--- src/rtl/bq_uart_pkg.sv ---
// Shared types and constants for the bq UART frame path.
package bq_uart_pkg;

    localparam int unsigned BYTE_W      = 8;
    localparam int unsigned MAX_LEN_DEF = 128;
    localparam int unsigned CRC_BYTES   = 2;

    typedef enum logic [2:0] {
        ST_IDLE,
        ST_INIT,
        ST_DATA,
        ST_RD0,
        ST_RD1,
        ST_SEND0,
        ST_SEND1,
        ST_DONE
    } tx_state_e;

endpackage

--- src/rtl/frame_timeout_cnt.sv ---
// Mid-frame idle-gap counter; expire pulses on the TIMEOUT_CYCLES-th consecutive enabled cycle.
module frame_timeout_cnt #(
    parameter int unsigned TIMEOUT_CYCLES = 1024
) (
    input  logic sclk,
    input  logic reset,
    input  logic clear,
    input  logic cnt_en,
    output logic expire
);

    localparam int unsigned CNT_W = $clog2(TIMEOUT_CYCLES + 1);

    logic [CNT_W-1:0] gap_cnt;

    always_ff @(posedge sclk) begin
        if (reset || clear) begin
            gap_cnt <= '0;
        end else if (cnt_en && !expire) begin
            gap_cnt <= gap_cnt + CNT_W'(1);
        end
    end

    assign expire = cnt_en && (gap_cnt == CNT_W'(TIMEOUT_CYCLES - 1));

endmodule

--- src/rtl/bq_frame_tx_ctrl.sv ---
// Frame transmit sequencer: payload pass-through to UART with CRC16 engine sequencing and CRC tail.
// Optional mid-frame idle timeout is built when FRAME_TIMEOUT_EN is defined.
module bq_frame_tx_ctrl
    import bq_uart_pkg::*;
#(
    parameter int unsigned MAX_LEN        = MAX_LEN_DEF,
    parameter int unsigned LEN_W          = 8,
    parameter int unsigned TIMEOUT_CYCLES = 1024
) (
    input  logic              sclk,
    input  logic              reset,
    input  logic              in_valid,
    input  logic [BYTE_W-1:0] in_data,
    input  logic              in_last,
    output logic              in_ready,
    output logic              tx_valid,
    output logic [BYTE_W-1:0] tx_data,
    output logic              tx_last,
    input  logic              tx_ready,
    output logic              crc_init,
    output logic              crc_en,
    output logic [BYTE_W-1:0] crc_data,
    output logic              crc_rd,
    input  logic [15:0]       crc_out,
    input  logic              crc_end,
    output logic              busy,
    output logic              done,
    output logic              err,
    output logic [LEN_W-1:0]  frame_len
);

    tx_state_e         state;
    logic [BYTE_W-1:0] hold [CRC_BYTES];
    logic              len_err;
    logic              seq_err;
    logic              to_err;
    logic              gap_expire;

`ifdef FRAME_TIMEOUT_EN
    frame_timeout_cnt #(
        .TIMEOUT_CYCLES(TIMEOUT_CYCLES)
    ) u_gap_cnt (
        .sclk  (sclk),
        .reset (reset),
        .clear (state != ST_DATA || in_valid),
        .cnt_en(state == ST_DATA && !in_valid),
        .expire(gap_expire)
    );
`else
    assign gap_expire = 1'b0;
    logic unused_timeout;
    assign unused_timeout = &{1'b0, 32'(TIMEOUT_CYCLES), gap_expire};
`endif

    logic unused_crc_hi;
    assign unused_crc_hi = &{1'b0, crc_out[15:BYTE_W]};

    // Sequencer: state, byte count, error flags, CRC hold bytes and status pulses
    always_ff @(posedge sclk) begin
        if (reset) begin
            state     <= ST_IDLE;
            frame_len <= '0;
            len_err   <= 1'b0;
            seq_err   <= 1'b0;
            to_err    <= 1'b0;
            hold[0]   <= '0;
            hold[1]   <= '0;
            busy      <= 1'b0;
            done      <= 1'b0;
            err       <= 1'b0;
        end else begin
            done <= 1'b0;
            err  <= 1'b0;
            case (state)
                ST_IDLE: begin
                    if (in_valid) begin
                        state <= ST_INIT;
                        busy  <= 1'b1;
                    end
                end
                ST_INIT: begin
                    frame_len <= '0;
                    len_err   <= 1'b0;
                    seq_err   <= 1'b0;
                    to_err    <= 1'b0;
                    state     <= ST_DATA;
                end
                ST_DATA: begin
                    if (in_valid && tx_ready) begin
                        frame_len <= frame_len + LEN_W'(1);
                        // MAX_LEN-th byte closes the frame; only an error if it was not marked last
                        if (in_last || frame_len == LEN_W'(MAX_LEN - 1)) begin
                            len_err <= !in_last;
                            state   <= ST_RD0;
                        end
                    end else if (gap_expire) begin
                        to_err <= 1'b1;
                        state  <= ST_RD0;
                    end
                end
                ST_RD0: begin
                    hold[0] <= crc_out[BYTE_W-1:0];
                    state   <= ST_RD1;
                end
                ST_RD1: begin
                    hold[1] <= crc_out[BYTE_W-1:0];
                    if (!crc_end) begin
                        seq_err <= 1'b1;
                    end
                    state <= ST_SEND0;
                end
                ST_SEND0: begin
                    if (tx_ready) begin
                        state <= ST_SEND1;
                    end
                end
                ST_SEND1: begin
                    if (tx_ready) begin
                        state <= ST_DONE;
                        done  <= 1'b1;
                        err   <= len_err | seq_err | to_err;
                    end
                end
                ST_DONE: begin
                    state <= ST_IDLE;
                    busy  <= 1'b0;
                end
                default: begin
                    state <= ST_IDLE;
                    busy  <= 1'b0;
                end
            endcase
        end
    end

    // Stream and engine strobes decoded from state; only one engine strobe per state
    always_comb begin
        in_ready = 1'b0;
        tx_valid = 1'b0;
        tx_data  = '0;
        tx_last  = 1'b0;
        crc_init = 1'b0;
        crc_en   = 1'b0;
        crc_data = '0;
        crc_rd   = 1'b0;
        case (state)
            ST_INIT: crc_init = 1'b1;
            ST_DATA: begin
                tx_valid = in_valid;
                tx_data  = in_data;
                in_ready = tx_ready;
                crc_en   = in_valid & tx_ready;
                crc_data = in_data;
            end
            ST_RD0, ST_RD1: crc_rd = 1'b1;
            ST_SEND0: begin
                tx_valid = 1'b1;
                tx_data  = hold[0];
            end
            ST_SEND1: begin
                tx_valid = 1'b1;
                tx_data  = hold[1];
                tx_last  = 1'b1;
            end
            default: ;
        endcase
    end

endmodule

--- config.mk ---
export PLATFORM = sky130hd
export DESIGN_NAME = bq_frame_tx_ctrl
export DESIGN_NICKNAME = d
export VERILOG_FILES = /design/src/rtl/bq_uart_pkg.sv /design/src/rtl/frame_timeout_cnt.sv /design/src/rtl/bq_frame_tx_ctrl.sv
export SDC_FILE = /design/constraint.sdc
export NUM_CORES = 1
export LEC_CHECK = 0
export CAP_MARGIN = 20
export CORE_MARGIN = 1.5
export CORE_UTILIZATION = 53
export CTS_BUF_LIST = sky130_fd_sc_hd__clkbuf_4
export DETAILED_ROUTE_END_ITERATION = 6
export DONT_BUFFER_PORTS = 1
export PLACE_DENSITY = 0.67
export SETUP_SLACK_MARGIN = 0.05
export SLEW_MARGIN = 25
export SYNTH_ARGS = -nofsm -noshare
export SYNTH_HDL_FRONTEND = slang
export SYNTH_SLANG_ARGS = --single-unit
--- constraint.sdc ---
create_clock -name sclk -period 2.2 [get_ports sclk]
set_clock_uncertainty 0.1 [all_clocks]
set_input_delay 0.44 -clock sclk [delete_from_list [all_inputs] [get_ports sclk]]
set_output_delay 0.44 -clock sclk [all_outputs]
set_load 0.02 [all_outputs]
==> impl_results.rst <==
.. list-table::
   :header-rows: 1

   * - Metric
     - Value
   * - Overall Global Routing Usage
     - 20.4%
   * - Post-synthesis adder-cell area fraction
     - ~3.9%
   * - I/O pin count
     - 63
   * - N_diodes
     - 0
   * - Post-synth ARST share
     - 0%
   * - Number of standard-cell rows in the floorplan
     - 19
   * - Antenna violations before repair
     - 0
   * - First-pass GRT wire length
     - 5130 um
   * - Maximum clock frequency
     - between 0.4 and 0.5 GHz
   * - H-tree depth
     - 2
   * - Worst Slack Setup Final
     - 0.0956 ns
   * - Maximum VDD drop
     - 0.623 mV
   * - Worst path slowest cell
     - dfxtp_4
   * - Clock latency on the worst-skew pair
     - ~0.32 ns
   * - Area grow syn2layout
     - 17.2%
   * - RSZ-0062 raised after global routing
     - true
   * - Synth unique cells
     - 34
   * - Post-Synthesis Cells
     - 160
   * - Number of vias per cell after detailed routing
     - 5.86
   * - Total grt overflow
     - 0
   * - DRC violation total after the first TritonRoute iteration
     - 36
   * - Initial core utilization
     - a little under three fifths
   * - Most area-consuming cells after synthesis
     - edfxtp_1 (30%), dfxtp_1 (20%), and2_1 (7.3%)
   * - Synth Area in Compound Gates
     - 18.6%
   * - Classification of the worst setup path
     - register to output port
   * - Total number of vias
     - roughly 1300
   * - Final setup vio count
     - 0
   * - Number of flip-flops and latches in the synthesized netlist
     - 32
   * - Post-synthesis share of cell area spent on xor and xnor gates
     - under 10%
   * - Simple-gate share of the synthesized area
     - between 20% and 30%
   * - Die outline area
     - 3400 sq um
   * - Die H
     - 58.3 um
   * - Number of iterations in the first detailed-routing pass
     - 4
   * - Library cell occupying the most area in the post-synthesis netlist
     - edfxtp_1
   * - GP Congestion
     - 0.812
   * - Count of unresolved DRC violations after routing
     - 0
   * - WP data arrival
     - approximately 1.6 ns
   * - CTS tree
     - yes
   * - Routed Wire Length
     - around 3300 um
   * - Top delay family on crit path
     - flip-flops
   * - Cell Area, Placed
     - roughly 1800 sq um
   * - Max-cap viol count
     - 0
   * - Setup_tns
     - 0 ns
   * - Critical path fanouts, max
     - 8
   * - Status
     - finished, final reports clean
   * - Clock sink total
     - 32
   * - Final net count
     - between 200 and 250
   * - Worst max-slew margin expressed relative to the limit
     - 63.4%
   * - Leakage
     - slightly above 0.0008 uW
   * - Crit-path max cell delay
     - approximately 0.4 ns
   * - Mapped Nets
     - ~200
   * - Element type at the critical path end
     - output port
   * - Antenna Violating Nets Remaining
     - 0
   * - Number of enable flip-flop cells after synthesis
     - 16
   * - Cells along the critical path
     - inv_4 -> ha_4 -> nor2b_4 -> buf_6 -> and2_4 -> a21o_1
   * - Number of buffers inserted by port buffering
     - 0
   * - Main combinational cell family by area after synthesis
     - simple AND/OR/NAND/NOR gates
   * - Core region area
     - about 2800 sq um
   * - Synthesized area per cell
     - between 10 and 15 sq um
   * - Register area share after synthesis
     - 49.3%
   * - Width of the die
     - 58.3 um
   * - Worst-path clk slew
     - 0.10 ns
   * - Layout cell share with drive strength beyond 1
     - roughly a quarter
   * - Number of buffers and inverters on the critical path
     - 2
   * - Post-DP HPWL
     - around 2400 um
   * - Share of the clock period used by the worst path after layout
     - ~96%
   * - Min Clock Period, post-route
     - 2.10 ns
   * - Vias in the first global route
     - roughly 1200
   * - Buffer cell driving the clock tree root
     - clkbuf_4
   * - Power density relative to cell area
     - around 960 nW/um^2
   * - Max Transition Viols Final
     - 0
   * - Count of endpoints failing hold in the final timing report
     - 0
   * - Cell area after synthesis
     - between 1500 and 2000 sq um
   * - Warnings, synthesis
     - 0
   * - CTS max path bufs
     - 2
   * - Required time worst endpoint
     - approximately 1.7 ns
   * - Pin count of the biggest net entering global routing
     - 23
   * - Final std cell area, no fill
     - around 1900 sq um
   * - Share of the synthesized area in the top cell type
     - about 30%
   * - Placement Setup Slack
     - 0.0540 ns
   * - Clock buffer count from CTS
     - 5
   * - Startpoint class of the critical path
     - register
   * - Share of synthesized area spent on multiplexers
     - 1.93%
   * - Detail-routed net length per standard cell
     - between 15 and 20 um
   * - Top flip-flop cell by instance count after synthesis
     - edfxtp_1
   * - Transition time at the pin with the least slew margin
     - approximately 0.55 ns
   * - Min-delay worst type
     - input pin to register
## sequential cells by signal (all words and copies together) (netlist names)
register	cells
hold	16
frame_len	8
state	3
busy	1
done	1
err	1
len_err	1
seq_err	1
## metal layers
layer | GRT usage (%) | part of all wire, % | vias to the layer above
met4 | 7.31 | 0.73 | 0
li1 | - | - | 618
met2 | 34.7 | 52 | 46
met3 | 7.47 | 6.9 | 5
met1 | 23.6 | 40 | 586
met5 | 0 | 0 | -
## metrics by stage
| step | util [%] | total power [uW] | cells | hold WS (ns) |
|---|---|---|---|---|
| 6_report | 67.2 | 1820 | 214 | 0.0678 |
| 5_1_grt | 67.2 | 1930 | 214 | 0.0432 |
| 4_1_cts | 66.7 | 1800 | 214 | 0.0624 |
| 3_5_place_dp | 62.7 | 1420 | 204 | 0.358 |
| 3_3_place_gp | 62.7 | 1400 | 204 | 0.353 |
| 2_1_floorplan | - | 1250 | 160 | 0.328 |
## cell families after synthesis
family          Yosys count
xor+xnor                  3
compound gates           43
buf+inv                  15
mux                       3
simple gates             59
flops                    32
fa+ha+maj                 5
## report_power, final
group | leakage [uW] | total [uW] | switching (uW) | internal, uW
clock network | 0.0000307 | 315 | 184 | 130
logic | 0.000498 | 761 | 437 | 324
registers | 0.000297 | 742 | 48.2 | 694
total | 0.000825 | 1820 | 669 | 1150
## synthesized netlist by cell type, drive strengths merged (3+ instances only)
cell type	instances
a211oi	3
edfxtp	16
o21ai	3
a21oi	11
clkbuf	6
dfxtp	16
a21o	9
o21a	3
and2	19
xnor2	3
ha	5
inv	7
nand2	8
nand2b	3
nor2	14
a22o	8
nand3	4
## layout make-up
class | count | area, sq um
Tap cell | 31 | 38.8
Timing Repair Buffer | 23 | 180
Inverter | 7 | 28.8
Multi-Input combinational cell | 113 | 793
Sequential cell | 32 | 808
Clock inverter | 2 | 7.51
Fill cell | 224 | 927
Clock buffer | 6 | 45.0
## repair_timing
action,in CTS,in global routing
resized for setup,12,7
endpoints found under the setup margin,19,8
setup buffers,2,0
pin swaps,1,1
hold buffers,0,0
## layout by cell type (no fill, tap or decap), types with 2 or more instances in the layout
master | Yosys | final
buf_4 | 0 | 21
edfxtp_1 | 16 | 16
and2_1 | 19 | 15
nor2_1 | 14 | 14
dfxtp_1 | 16 | 14
a21oi_1 | 11 | 11
a21o_1 | 9 | 9
a22o_1 | 8 | 8
nand2_1 | 8 | 8
clkbuf_4 | 0 | 6
inv_1 | 7 | 5
and2_4 | 0 | 4
nand2b_1 | 3 | 3
o21ai_0 | 3 | 3
nand3_1 | 3 | 3
a211oi_1 | 3 | 3
xnor2_1 | 3 | 3
o21a_1 | 3 | 3
ha_1 | 5 | 3
and3_1 | 2 | 2
o31ai_1 | 2 | 2
or3_1 | 2 | 2
mux2i_1 | 2 | 2
ha_4 | 0 | 2
clkinv_1 | 0 | 2
buf_6 | 2 | 2
dfxtp_4 | 0 | 2
## path summary, 6_finish.rpt
check                                    end  depth (start not counted)      from  slack [ns]
worst max-delay path              tx_data[2]                          6  state[0]         0.1
worst min-delay path            frame_len[0]                          1     reset        0.07
worst max register to register  frame_len[5]                          7  state[0]        0.18
worst min register to register           err                          1   seq_err        0.38
Note: power is estimated with default switching activity, not from simulation.
